## config.mk

```make
export PLATFORM = sky130hd
export DESIGN_NAME = ce_strobe_gen
export DESIGN_NICKNAME = d
export VERILOG_FILES = /design/src/rtl/ce_strobe_gen.sv
export SDC_FILE = /design/constraint.sdc
export NUM_CORES = 1
export LEC_CHECK = 0
export CAP_MARGIN = 20
export CORE_ASPECT_RATIO = 0.75
export CORE_MARGIN = 2
export CORE_UTILIZATION = 30
export CTS_CLUSTER_DIAMETER = 40
export DETAILED_ROUTE_END_ITERATION = 12
export SYNTH_ARGS = -nofsm -noshare
export SYNTH_HDL_FRONTEND = slang
export SYNTH_SLANG_ARGS = --single-unit
```

## constraint.sdc

```tcl
create_clock -name clk -period 6.5 [get_ports clk]
set_clock_uncertainty 0.05 [all_clocks]
set_input_delay 1.625 -clock clk [delete_from_list [all_inputs] [get_ports clk]]
set_output_delay 1.625 -clock clk [all_outputs]
set_load 0.01 [all_outputs]
```

## src/rtl/ce_strobe_gen.sv

```systemverilog
// Programmable clock-enable strobe generator: after start, one-cycle clock_enable
// pulse every div cycles, continuously or for a burst of burst_len pulses.
module ce_strobe_gen #(
  parameter int DIV_W = 8,
  parameter int CNT_W = 8
) (
  input  logic             clk,
  input  logic             rst_n,
  input  logic             start,
  input  logic             stop,
  input  logic [DIV_W-1:0] div,
  input  logic [CNT_W-1:0] burst_len,
  output logic             clock_enable,
  output logic             busy,
  output logic             done,
  output logic [CNT_W-1:0] pulse_count
);

  // State bits double as the busy/done output flops.
  localparam logic [1:0] S_IDLE = 2'b00;
  localparam logic [1:0] S_RUN  = 2'b01;
  localparam logic [1:0] S_DONE = 2'b10;

  logic [1:0]       state;
  logic [DIV_W-1:0] div_q;
  logic [DIV_W-1:0] phase;
  logic [CNT_W-1:0] burst_q;
  logic [DIV_W-1:0] div_eff;
  logic [CNT_W-1:0] count_inc;
  logic             launch;
  logic             last_strobe;

  assign div_eff     = (div == '0) ? DIV_W'(1) : div;
  assign launch      = (state == S_IDLE) && start && !stop;
  assign count_inc   = pulse_count + 1'b1;
  assign last_strobe = (burst_q != '0) && (count_inc == burst_q);

  assign busy = state[0];
  assign done = state[1];

  // Run parameters are pure data: captured at launch, no reset needed.
  always_ff @(posedge clk) begin
    if (launch) begin
      div_q   <= div_eff;
      burst_q <= burst_len;
    end
  end

  always_ff @(posedge clk or negedge rst_n) begin
    if (!rst_n) begin
      state        <= S_IDLE;
      clock_enable <= 1'b0;
      phase        <= '0;
      pulse_count  <= '0;
    end else begin
      case (state)
        S_IDLE: begin
          clock_enable <= 1'b0;
          if (launch) begin
            state       <= S_RUN;
            pulse_count <= '0;
            phase       <= div_eff - 1'b1;
          end
        end
        S_RUN: begin
          if (stop) begin
            // Abort wins over a strobe due on this same edge.
            state        <= S_IDLE;
            clock_enable <= 1'b0;
          end else if (phase == '0) begin
            clock_enable <= 1'b1;
            phase        <= div_q - 1'b1;
            pulse_count  <= count_inc;
            if (last_strobe) state <= S_DONE;
          end else begin
            clock_enable <= 1'b0;
            phase        <= phase - 1'b1;
          end
        end
        S_DONE: begin
          state        <= S_IDLE;
          clock_enable <= 1'b0;
        end
        default: begin
          state        <= S_IDLE;
          clock_enable <= 1'b0;
        end
      endcase
    end
  end

endmodule

```

==> metrics.csv, run 1 <==
stage,metric,value,unit
power,Pint,0.418,mW
logic_synthesis,Yosys warning total,0,
worst_setup_path,worst path buffer plus inverter count,1,
logic_synthesis,"Cell Area, Synth",2000,um^2
outcome,status,completed,
routing,1st-pass router iterations,4,
timing,Max Freq,261,MHz
final_layout,multi-input logic area,947,um^2
clock_network,Clk Tree Root Cell,clkbuf_8,
timing,final setup fails,0,
routing,via count,1620,
global_routing,antenna violations before repair,0,
floorplan,Die Y,74.8,um
placed_design,post-DP HPWL,3570,um
global_routing,vias in the first global route,1506,
power,Power per Cell Area,239,nW/um^2
timing,Worst-Margin Slew,0.936,ns
logic_synthesis,post-synth top area share,24.0,%
routing,# DRC,0,
timing,Final period util,58.9,%
logic_synthesis,"top cells by count, synth","23 x nor2_1, 19 x dfrtp_1, 16 x edfxtp_1, 12 x nand2_1",
worst_setup_path,Crit Path Max Fanout,4,
logic_synthesis,"EDFF count, synth",16,
final_layout,Util after Layout,38.0,%
worst_setup_path,Critical Path AT,3.99,ns
timing,Final Critical Period,3.83,ns
logic_synthesis,largest area contributor in the netlist,edfxtp_1,
placed_design,port bufs,30,
clock_network,Num CTS Buffers,5,
worst_setup_path,Worst path slowest cell,clkdlybuf4s50_1,
routing,Vias/cell,5.38,
global_routing,gr ovfl total,0,
worst_setup_path,critical path cell sequence,clkdlybuf4s50_1 > nor2_1 > a311oi_1 > or2_2 > ha_1 > o21ai_0 > a221o_1 > or3_1 > a31oi_1,
logic_synthesis,Synth area leaders,"edfxtp_1 24%, dfrtp_1 24%, nor2_1 4.3%",
power,Gate power share,17.9,%
power,P_leak,0.862,nW
final_layout,Area Overhead vs Synth,21.2,%
final_layout,Layout Nets,241,
power,sequential power share,48.9,%
logic_synthesis,top-count cell post-synth,nor2_1,
worst_setup_path,critical path's top delay family,compound AO/OA/AOI/OAI gates,
logic_synthesis,post-synthesis net count,220,
clock_network,CTS tree,built,
clock_network,setup bufs post-CTS,0,
final_layout,Fill cells,665,
power,Switch Pwr,0.162,mW
final_layout,layout cells sized above 1,9.09,%
global_routing,GRT Total Usage,13.5,%
timing,"Hold Vio Cnt, Final",0,
routing,Iter 0 DRT Violations,101,
logic_synthesis,Async SR Flop Fraction,54.3,%
logic_synthesis,Synth Register Bits,35,
floorplan,Initial Util,31.4,%
timing,Max-slew headroom,37.4,%
worst_setup_path,Startpoint Class,input pin,
flow_run,max cap viols,0,
floorplan,core area,6380,um^2
clock_network,PostCTS Resize Cnt,0,
timing,count of final max-slew check failures,0,
timing,RSZ-0062 raised after global routing,false,
global_routing,largest net degree at the start of global routing,20,
logic_synthesis,Synth Area per Inst,10.1,um^2
routing,Detailed Route WL,4770,um
power,Worst VDD drop,131,uV
clock_network,hold buffer count at CTS,0,
floorplan,number of top-level pins,31,
routing,post-DR wirelength/cell,15.8,um
worst_setup_path,worst path required time,6.66,ns
logic_synthesis,Post-Syn Instances,198,
worst_setup_path,crit end category,flip-flop,
power,Sw Share,27.9,%
floorplan,Die Footprint,7350,um^2
clock_network,clk slew on worst S/H paths,0.08,ns
clock_network,Clock Tree Buf Depth,2,
logic_synthesis,top_reg_cell synth,dfrtp_1,
worst_setup_path,Setup CP Type,input pin to flip-flop,
min_path,Min-Delay Path Class,flip-flop to flip-flop,
worst_setup_path,"Largest stage delay, worst path",0.54,ns
routing,post-route ant nets,0,
clock_network,H-tree depth,2,
placed_design,GPL Wtd Cong,0.798,
floorplan,Rows,25,
power,clock power share,33.3,%
clock_network,clock latency at the later pin of the worst-skew pair,0.28,ns
logic_synthesis,post-synth cell types,55,
clock_network,Clock Sinks,35,
floorplan,die width,98.4,um
timing,final setup TNS,0,ns
final_layout,Inserted Diodes,0,
logic_synthesis,sequential area share after synthesis,47.7,%
global_routing,first-pass GRT wire length,7820,um
final_layout,Seq. cell area,956,um^2
==> sequential cells by signal, indices dropped and copies added, names as in the netlist <==
register      count
div_q             8
state             2
phase             8
burst_q           8
pulse_count       8
clock_enable      1
==> power groups by stage <==
stage               clock network (mW)  registers (mW)  logic [mW]
CTS                              0.198           0.283       0.104
detailed placement                   0           0.287       0.103
global route                     0.208           0.286       0.115
floorplan                            0           0.275      0.0824
global placement                     0           0.287       0.102
finish                           0.193           0.283       0.104
==> worst min-delay path, delay by kind of cell (launching register included) <==
kind | cells | cell delay [ns]
flops | 1 | 0.42
simple gates | 1 | 0.07
compound gates | 1 | 0.06
==> area by class of cell <==
type                       count  share of cell area, %
tap                           81                   4.18
clock buffer                   5                   2.84
clock inverter                 3                   1.60
inverter                       4                  0.619
sequential                    35                   39.4
timing repair buffer          30                   12.4
multi-input combinational    143                   39.0
==> layout by cell type (no fill, tap or decap), types with 5 or more instances in the layout <==
master           instances
a21oi_1                  8
a31oi_1                  7
clkbuf_8                 5
clkdlybuf4s50_1         30
dfrtp_1                 19
edfxtp_1                16
nand2_1                 12
nand3_1                  5
nor2_1                  23
nor3_1                   7
o21ai_0                 11
xnor2_1                  8
==> cell families after synthesis <==
family | count (synthesis) | synth area share (%)
AND/OR/NAND/NOR | 72 | 18.9
AO/OA/AOI/OAI | 53 | 18.6
flip-flops | 35 | 47.7
buffers and inverters | 20 | 5.00
XOR/XNOR | 11 | 5.56
multiplexers | 5 | 2.94
adder cells (fa/ha/maj) | 2 | 1.25
==> metal layers <==
layer  GRT usage, %  wire length (um)  vias up  part of all wire [%]
met5              0                 0        -                     0
met4           4.41                48        0                   1.0
met3           2.51               196        4                   4.1
met2           19.6              1960       36                    41
met1           20.4              2570      794                    54
li1               -                 -      786                     -
==> path summary, 6_finish.rpt <==
check                           slack (ns)              to     start  cells after the start
worst min-delay path                  0.53        phase[4]  phase[4]                      2
worst max-delay path                  2.67        phase[6]    div[3]                      9
min in group asynchronous             1.81        phase[6]     rst_n                      1
worst max register to register        3.77  pulse_count[3]  phase[2]                      6
max in group asynchronous             4.02        state[1]     rst_n                      1
worst min register to register        0.53        phase[4]  phase[4]                      2
==> through the flow <==
step,instances,cell area [um^2],hold slack (ns),power [mW],setup WS [ns]
floorplan,198,2000,0.463,0.358,3.20
global placement,293,2320,0.519,0.389,2.36
detailed placement,293,2320,0.516,0.390,2.39
CTS,301,2430,0.535,0.584,2.69
global route,301,2430,0.576,0.609,2.54
finish,301,2430,0.532,0.579,2.67
Power figures use the tool's default switching activity.
==> run 2: changes to the inputs <==
- clock period: 6.5 -> 3.2 ns (I/O delays scaled with it)
==> run 2 against run 1 <==
Compared with the run above:
- critical path depth unchanged
- clock-buffer cell count up 2
- non-clock buffer count increased by 7
- cell area rose by 1.4%
- combinational power grew 110%
- largest power group unchanged
- largest cell class unchanged
- hold slack got worse by 0.011 ns
- global-route usage rose by 0.28 points
- core utilization grew 0.55 points
- sequential cell count unchanged
- cell count increased by 2.3%
==> metrics.csv, run 2 (synthesis results as in run 1) <==
stage,metric,value,unit,change
floorplan,Initial Util,31.4,%,unchanged
min_path,Hold Crit Depth,2,,unchanged
final_layout,layout cells sized above 1,11.5,%,+2.4 points
min_path,Min-Delay Path Class,flip-flop to flip-flop,,
timing,hold_ws,0.522,ns,-0.0106 ns
worst_setup_path,Crit Path Max Fanout,4,,unchanged
final_layout,Fill cells,651,,-2.1%
floorplan,number of top-level pins,31,,unchanged
timing,Final period util,88.4,%,
worst_setup_path,crit path launch,div[5],,
placed_design,Place WS,0.0715,ns,-2.32 ns
timing,Worst-Margin Slew,0.549,ns,-0.386 ns
global_routing,antenna violations before repair,0,,unchanged
global_routing,met1 Use GR,20.2,%,-0.20 points
floorplan,Rows,25,,unchanged
worst_setup_path,worst reg-to-reg path cell count,8,,+2
timing,count of final max-slew check failures,0,,unchanged
placed_design,GPL Wtd Cong,0.824,,+3.2%
global_routing,GR peak layer,met1,,
global_routing,GR Util met2,20.1,%,+0.53 points
timing,RSZ-0062 raised after global routing,false,,
routing,Detailed Route WL,4750,um,-0.38%
worst_setup_path,Critical Path AT,2.99,ns,-1.00 ns
clock_network,Clock Sinks,35,,unchanged
clock_network,setup bufs post-CTS,0,,unchanged
routing,# DRC,0,,unchanged
final_layout,"commonest non-fill, non-tap cell in the layout",clkdlybuf4s50_1,,
clock_network,Clk Tree Root Cell,clkbuf_8,,
timing,Max Freq,353,MHz,
flow_run,max cap viols,0,,unchanged
min_path,hold_sp,phase[4],,
power,Power per Cell Area,458,nW/um^2,+92%
floorplan,core area,6380,um^2,unchanged
worst_setup_path,R2R Path Start,state[0],,
clock_network,Clock Tree Buf Depth,2,,unchanged
clock_network,clk slew on worst S/H paths,0.07,ns,about the same
worst_setup_path,worst path required time,3.36,ns,-3.30 ns
global_routing,met3 usage,2.79,%,+0.28 points
worst_setup_path,Setup CP Type,input pin to flip-flop,,
timing,final setup fails,0,,unchanged
worst_setup_path,crit end category,flip-flop,,
timing,Max-slew headroom,63.4,%,+26 points
timing,final setup TNS,0,ns,unchanged
routing,post-DR wirelength/cell,15.4,um,-2.6%
floorplan,Die Y,74.8,um,unchanged
min_path,worst hold endpoint,phase[4],,
placed_design,port bufs,30,,unchanged
global_routing,largest net degree at the start of global routing,20,,unchanged
routing,Vias/cell,5.45,,+1.2%
final_layout,"commonest cells after routing, fill and taps aside","30 x clkdlybuf4s50_1, 23 x nor2_1, 19 x dfrtp_1",,
power,P_leak,0.887,nW,+3.0%
worst_setup_path,FF-to-FF End,phase[6],,
final_layout,Inserted Diodes,0,,unchanged
timing,"Hold Vio Cnt, Final",0,,unchanged
power,Worst VDD drop,239,uV,+82%
final_layout,Layout Nets,248,,+2.9%
global_routing,gr ovfl total,0,,unchanged
final_layout,Seq. cell area,956,um^2,unchanged
clock_network,clock latency at the later pin of the worst-skew pair,0.29,ns,about the same
worst_setup_path,r2r setup slk,0.59,ns,-3.18 ns
final_layout,Area Overhead vs Synth,22.9,%,
floorplan,Die Footprint,7350,um^2,unchanged
timing,Final Critical Period,2.83,ns,
routing,Iter 0 DRT Violations,127,,+26%
timing,PnR worst setup slack,0.371,ns,-2.30 ns
routing,via count,1678,,+3.6%
worst_setup_path,Startpoint Class,input pin,,
routing,post-route ant nets,0,,unchanged
clock_network,PostCTS Resize Cnt,0,,unchanged
global_routing,vias in the first global route,1577,,+4.7%
clock_network,hold buffer count at CTS,0,,unchanged
outcome,status,completed,,
global_routing,GRT Total Usage,13.8,%,+0.28 points
routing,1st-pass router iterations,4,,unchanged
placed_design,post-DP HPWL,3520,um,-1.5%
global_routing,first-pass GRT wire length,7890,um,+0.79%
clock_network,CTS tree,built,,
floorplan,die width,98.4,um,unchanged
clock_network,H-tree depth,2,,unchanged
final_layout,multi-input logic area,947,um^2,unchanged
clock_network,Num CTS Buffers,5,,unchanged
[run 2: worst max-delay path by stage]
stage	to	slack (ns)	cells after the start
final	phase[6]	0.37	9
after global routing	phase[6]	0.18	9
after CTS	phase[6]	0.38	9
after detailed placement	phase[6]	0.07	9
after global placement	phase[6]	0.11	9
after floorplan	phase[6]	0.73	8
[run 2: report_power, final]
group	switching (mW)	internal, mW	leakage, nW
Combinational	0.112	0.108	0.451
Clock	0.158	0.172	0.0459
Sequential	0.0589	0.518	0.391
[run 2: per-layer routing]
layer  up-vias  share of wire [%]  wire length [um]
met1       821                 49              2320
met3        10                5.5               261
met4         0                2.1                98
met2        51                 44              2070
met5         -                  0                 0
li1        796                  -                 -
[run 2: layout make-up]
cell class | count | share of cell area [%]
Inverter | 4 | 0.610
Tap cell | 81 | 4.12
Sequential cell | 35 | 38.8
Timing Repair Buffer | 37 | 14.3
Clock buffer | 7 | 3.51
Clock inverter | 1 | 0.152
Multi-Input combinational cell | 143 | 38.5
[run 2: stage by stage]
step | std cells | area (um^2) | utilization (%) | power [mW]
after floorplan | 198 | 2000 | - | 0.727
after global placement | 300 | 2370 | 37.2 | 0.804
after detailed placement | 300 | 2370 | 37.2 | 0.802
after CTS | 308 | 2460 | 38.6 | 1.13
after global routing | 308 | 2460 | 38.6 | 1.19
final | 308 | 2460 | 38.6 | 1.13
[run 2: worst max-delay path: stages]
cell and delay (ns):
clkdlybuf4s50_1 0.50, nor3_1 0.10, a311oi_1 0.31, or2_2 0.17, ha_1 0.20, o21ai_0 0.11
a221o_1 0.33, or3_1 0.32, a31oi_1 0.16
==> run 3: changes to the inputs <==
- DONT_BUFFER_PORTS: unset -> 1
==> run 3 against run 2 <==
Compared with the run above:
- maximum frequency increased by 10%
- die area stayed put
- hold slack worse by 0.37 ns
- worst setup slack gained 0.26 ns
- core utilization down 5.1 points
- largest power group unchanged
- critical path type is now flip-flop to flip-flop
- non-clock buffer count shrank 32
- cell area fell by 13%
- clock-buffer cell count stayed put
==> metrics.csv, run 3 (synthesis results as in run 1) <==
stage,metric,value,unit,change
floorplan,Die Y,74.8,um,unchanged
final_layout,Area Overhead vs Synth,6.75,%,
routing,Iter 0 DRT Violations,167,,+31%
floorplan,Die Footprint,7350,um^2,unchanged
final_layout,layout cells sized above 1,12.3,%,+0.85 points
min_path,Min-Delay Path Class,input pin to asynchronous set/reset pin,,
final_layout,Inserted Diodes,0,,unchanged
timing,Final period util,80.4,%,-8.0 points
power,Power per Cell Area,502,nW/um^2,+9.7%
floorplan,number of top-level pins,31,,unchanged
routing,Detailed Route WL,4600,um,-3.2%
timing,Final Critical Period,2.57,ns,-0.256 ns
routing,post-route ant nets,0,,unchanged
timing,RSZ-0062 raised after global routing,false,,
worst_setup_path,worst path required time,3.36,ns,about the same
global_routing,gr ovfl total,0,,unchanged
clock_network,Clock Sinks,35,,unchanged
timing,final setup TNS,0,ns,unchanged
power,sequential power share,54.1,%,+2.9 points
worst_setup_path,R2R Path Start,state[1],,
timing,PnR worst setup slack,0.627,ns,+0.256 ns
final_layout,Final Instance Area,2140,um^2,-13%
clock_network,clock latency at the later pin of the worst-skew pair,0.28,ns,about the same
timing,Max-slew headroom,61.3,%,-2.0 points
worst_setup_path,r2r setup slk,0.63,ns,+0.04 ns
clock_network,CTS tree,built,,
power,Switch Pwr,0.318,mW,-3.3%
power,P_leak,0.762,nW,-14%
routing,1st-pass router iterations,5,,+1
placed_design,port bufs,0,,-100%
clock_network,PostCTS Resize Cnt,0,,unchanged
routing,via count,1519,,-9.5%
global_routing,largest net degree at the start of global routing,20,,unchanged
timing,Worst-Margin Slew,0.580,ns,+0.0304 ns
final_layout,Util after Layout,33.5,%,-5.1 points
clock_network,setup bufs post-CTS,0,,unchanged
global_routing,first-pass GRT wire length,7540,um,-4.4%
final_layout,Fill cells,656,,+0.77%
final_layout,Layout Nets,216,,-13%
placed_design,GPL Wtd Cong,0.842,,+2.2%
clock_network,Clock Tree Buf Depth,2,,unchanged
power,Pint,0.756,mW,-5.4%
final_layout,"commonest non-fill, non-tap cell in the layout",nor2_1,,
global_routing,GRT Total Usage,13.2,%,-0.64 points
worst_setup_path,FF-to-FF End,phase[6],,
floorplan,core area,6380,um^2,unchanged
power,clock power share,28.8,%,-0.5 points
power,Sw Share,29.6,%,+0.45 points
floorplan,Rows,25,,unchanged
worst_setup_path,Startpoint Class,flip-flop,,
power,Gate power share,17.0,%,-2.5 points
clock_network,clk slew on worst S/H paths,0.07,ns,about the same
placed_design,post-DP HPWL,3450,um,-2.0%
worst_setup_path,crit path launch,state[1],,
outcome,status,completed,,
flow_run,max cap viols,0,,unchanged
worst_setup_path,crit end category,flip-flop,,
worst_setup_path,Critical Path AT,2.73,ns,-0.26 ns
routing,post-DR wirelength/cell,16.7,um,+8.0%
timing,count of final max-slew check failures,0,,unchanged
routing,Vias/cell,5.50,,+1.0%
clock_network,H-tree depth,2,,unchanged
worst_setup_path,worst setup path endpoint,phase[6],,
timing,"Hold Vio Cnt, Final",0,,unchanged
timing,Max Freq,389,MHz,+10%
worst_setup_path,worst reg-to-reg path cell count,8,,unchanged
worst_setup_path,Crit Path Max Fanout,8,,+4
timing,final setup fails,0,,unchanged
placed_design,area of placed instances,2060,um^2,-13%
clock_network,Num CTS Buffers,5,,unchanged
routing,# DRC,0,,unchanged
power,Worst VDD drop,232,uV,-2.8%
placed_design,Place WS,0.556,ns,+0.484 ns
clock_network,Clk Tree Root Cell,clkbuf_8,,
global_routing,vias in the first global route,1413,,-10%
global_routing,antenna violations before repair,0,,unchanged
final_layout,"commonest cells after routing, fill and taps aside","23 x nor2_1, 19 x dfrtp_1, 16 x edfxtp_1",,
floorplan,die width,98.4,um,unchanged
worst_setup_path,Setup CP Type,flip-flop to flip-flop,,
clock_network,hold buffer count at CTS,0,,unchanged
floorplan,Initial Util,31.4,%,unchanged
run 3: cell count changes in the layout (fill, tap and decap cells not counted), sizes merged:
cell,delta
buf,-2
clkdlybuf4s50,-30
run 3: power groups by stage:
stage                     logic, mW  registers, mW  clock network (mW)
after CTS                     0.183          0.579               0.318
after global routing          0.207          0.590               0.344
after global placement        0.181          0.589                   0
after floorplan               0.167          0.560                   0
after detailed placement      0.181          0.588                   0
final                         0.183          0.582               0.310
run 3: per-layer routing:
metal  GRT usage (%)  up-vias  share of wire (%)
met5               0        -                  0
li1                -      734                  -
met1            20.0      749                 54
met4            4.72        0               0.70
met2            19.2       31                 42
met3            1.86        5                3.0
run 3: per-stage QoR:
step / power (mW) / std cells / hold slack, ns
after floorplan: 0.727 / 198 / 0.454
after global placement: 0.770 / 268 / 0.455
after detailed placement: 0.770 / 268 / 0.455
after CTS: 1.08 / 276 / 0.144
after global routing: 1.14 / 276 / 0.136
final: 1.07 / 276 / 0.154
run 3: how the worst min path moves through the flow:
| stage | from | endpoint | slack (ns) | cells past startpoint |
|---|---|---|---|---|
| final | rst_n | phase[2] | 0.15 | 0 |
| after global routing | rst_n | phase[6] | 0.14 | 0 |
| after CTS | rst_n | pulse_count[7] | 0.14 | 0 |
| after detailed placement | rst_n | pulse_count[7] | 0.45 | 0 |
| after global placement | rst_n | pulse_count[7] | 0.45 | 0 |
| after floorplan | rst_n | clock_enable | 0.45 | 0 |
run 3: area by class of cell:
| type | count | area [um^2] | share of cell area [%] |
|---|---|---|---|
| multi-input combinational | 143 | 947 | 44.3 |
| sequential | 35 | 956 | 44.7 |
| inverter | 4 | 15.0 | 0.702 |
| clock buffer | 7 | 76.3 | 3.57 |
| timing repair buffer | 5 | 37.5 | 1.76 |
| tap | 81 | 101 | 4.74 |
| clock inverter | 1 | 5.00 | 0.234 |
run 3: worst max-delay path: stages, from the launching register on:
cell and delay, ns:
dfrtp_1 0.49, nand2b_2 0.32, a311oi_1 0.34, or2_2 0.19, ha_1 0.19, o21ai_0 0.11, a221o_1 0.32, or3_1 0.32
a31oi_1 0.16
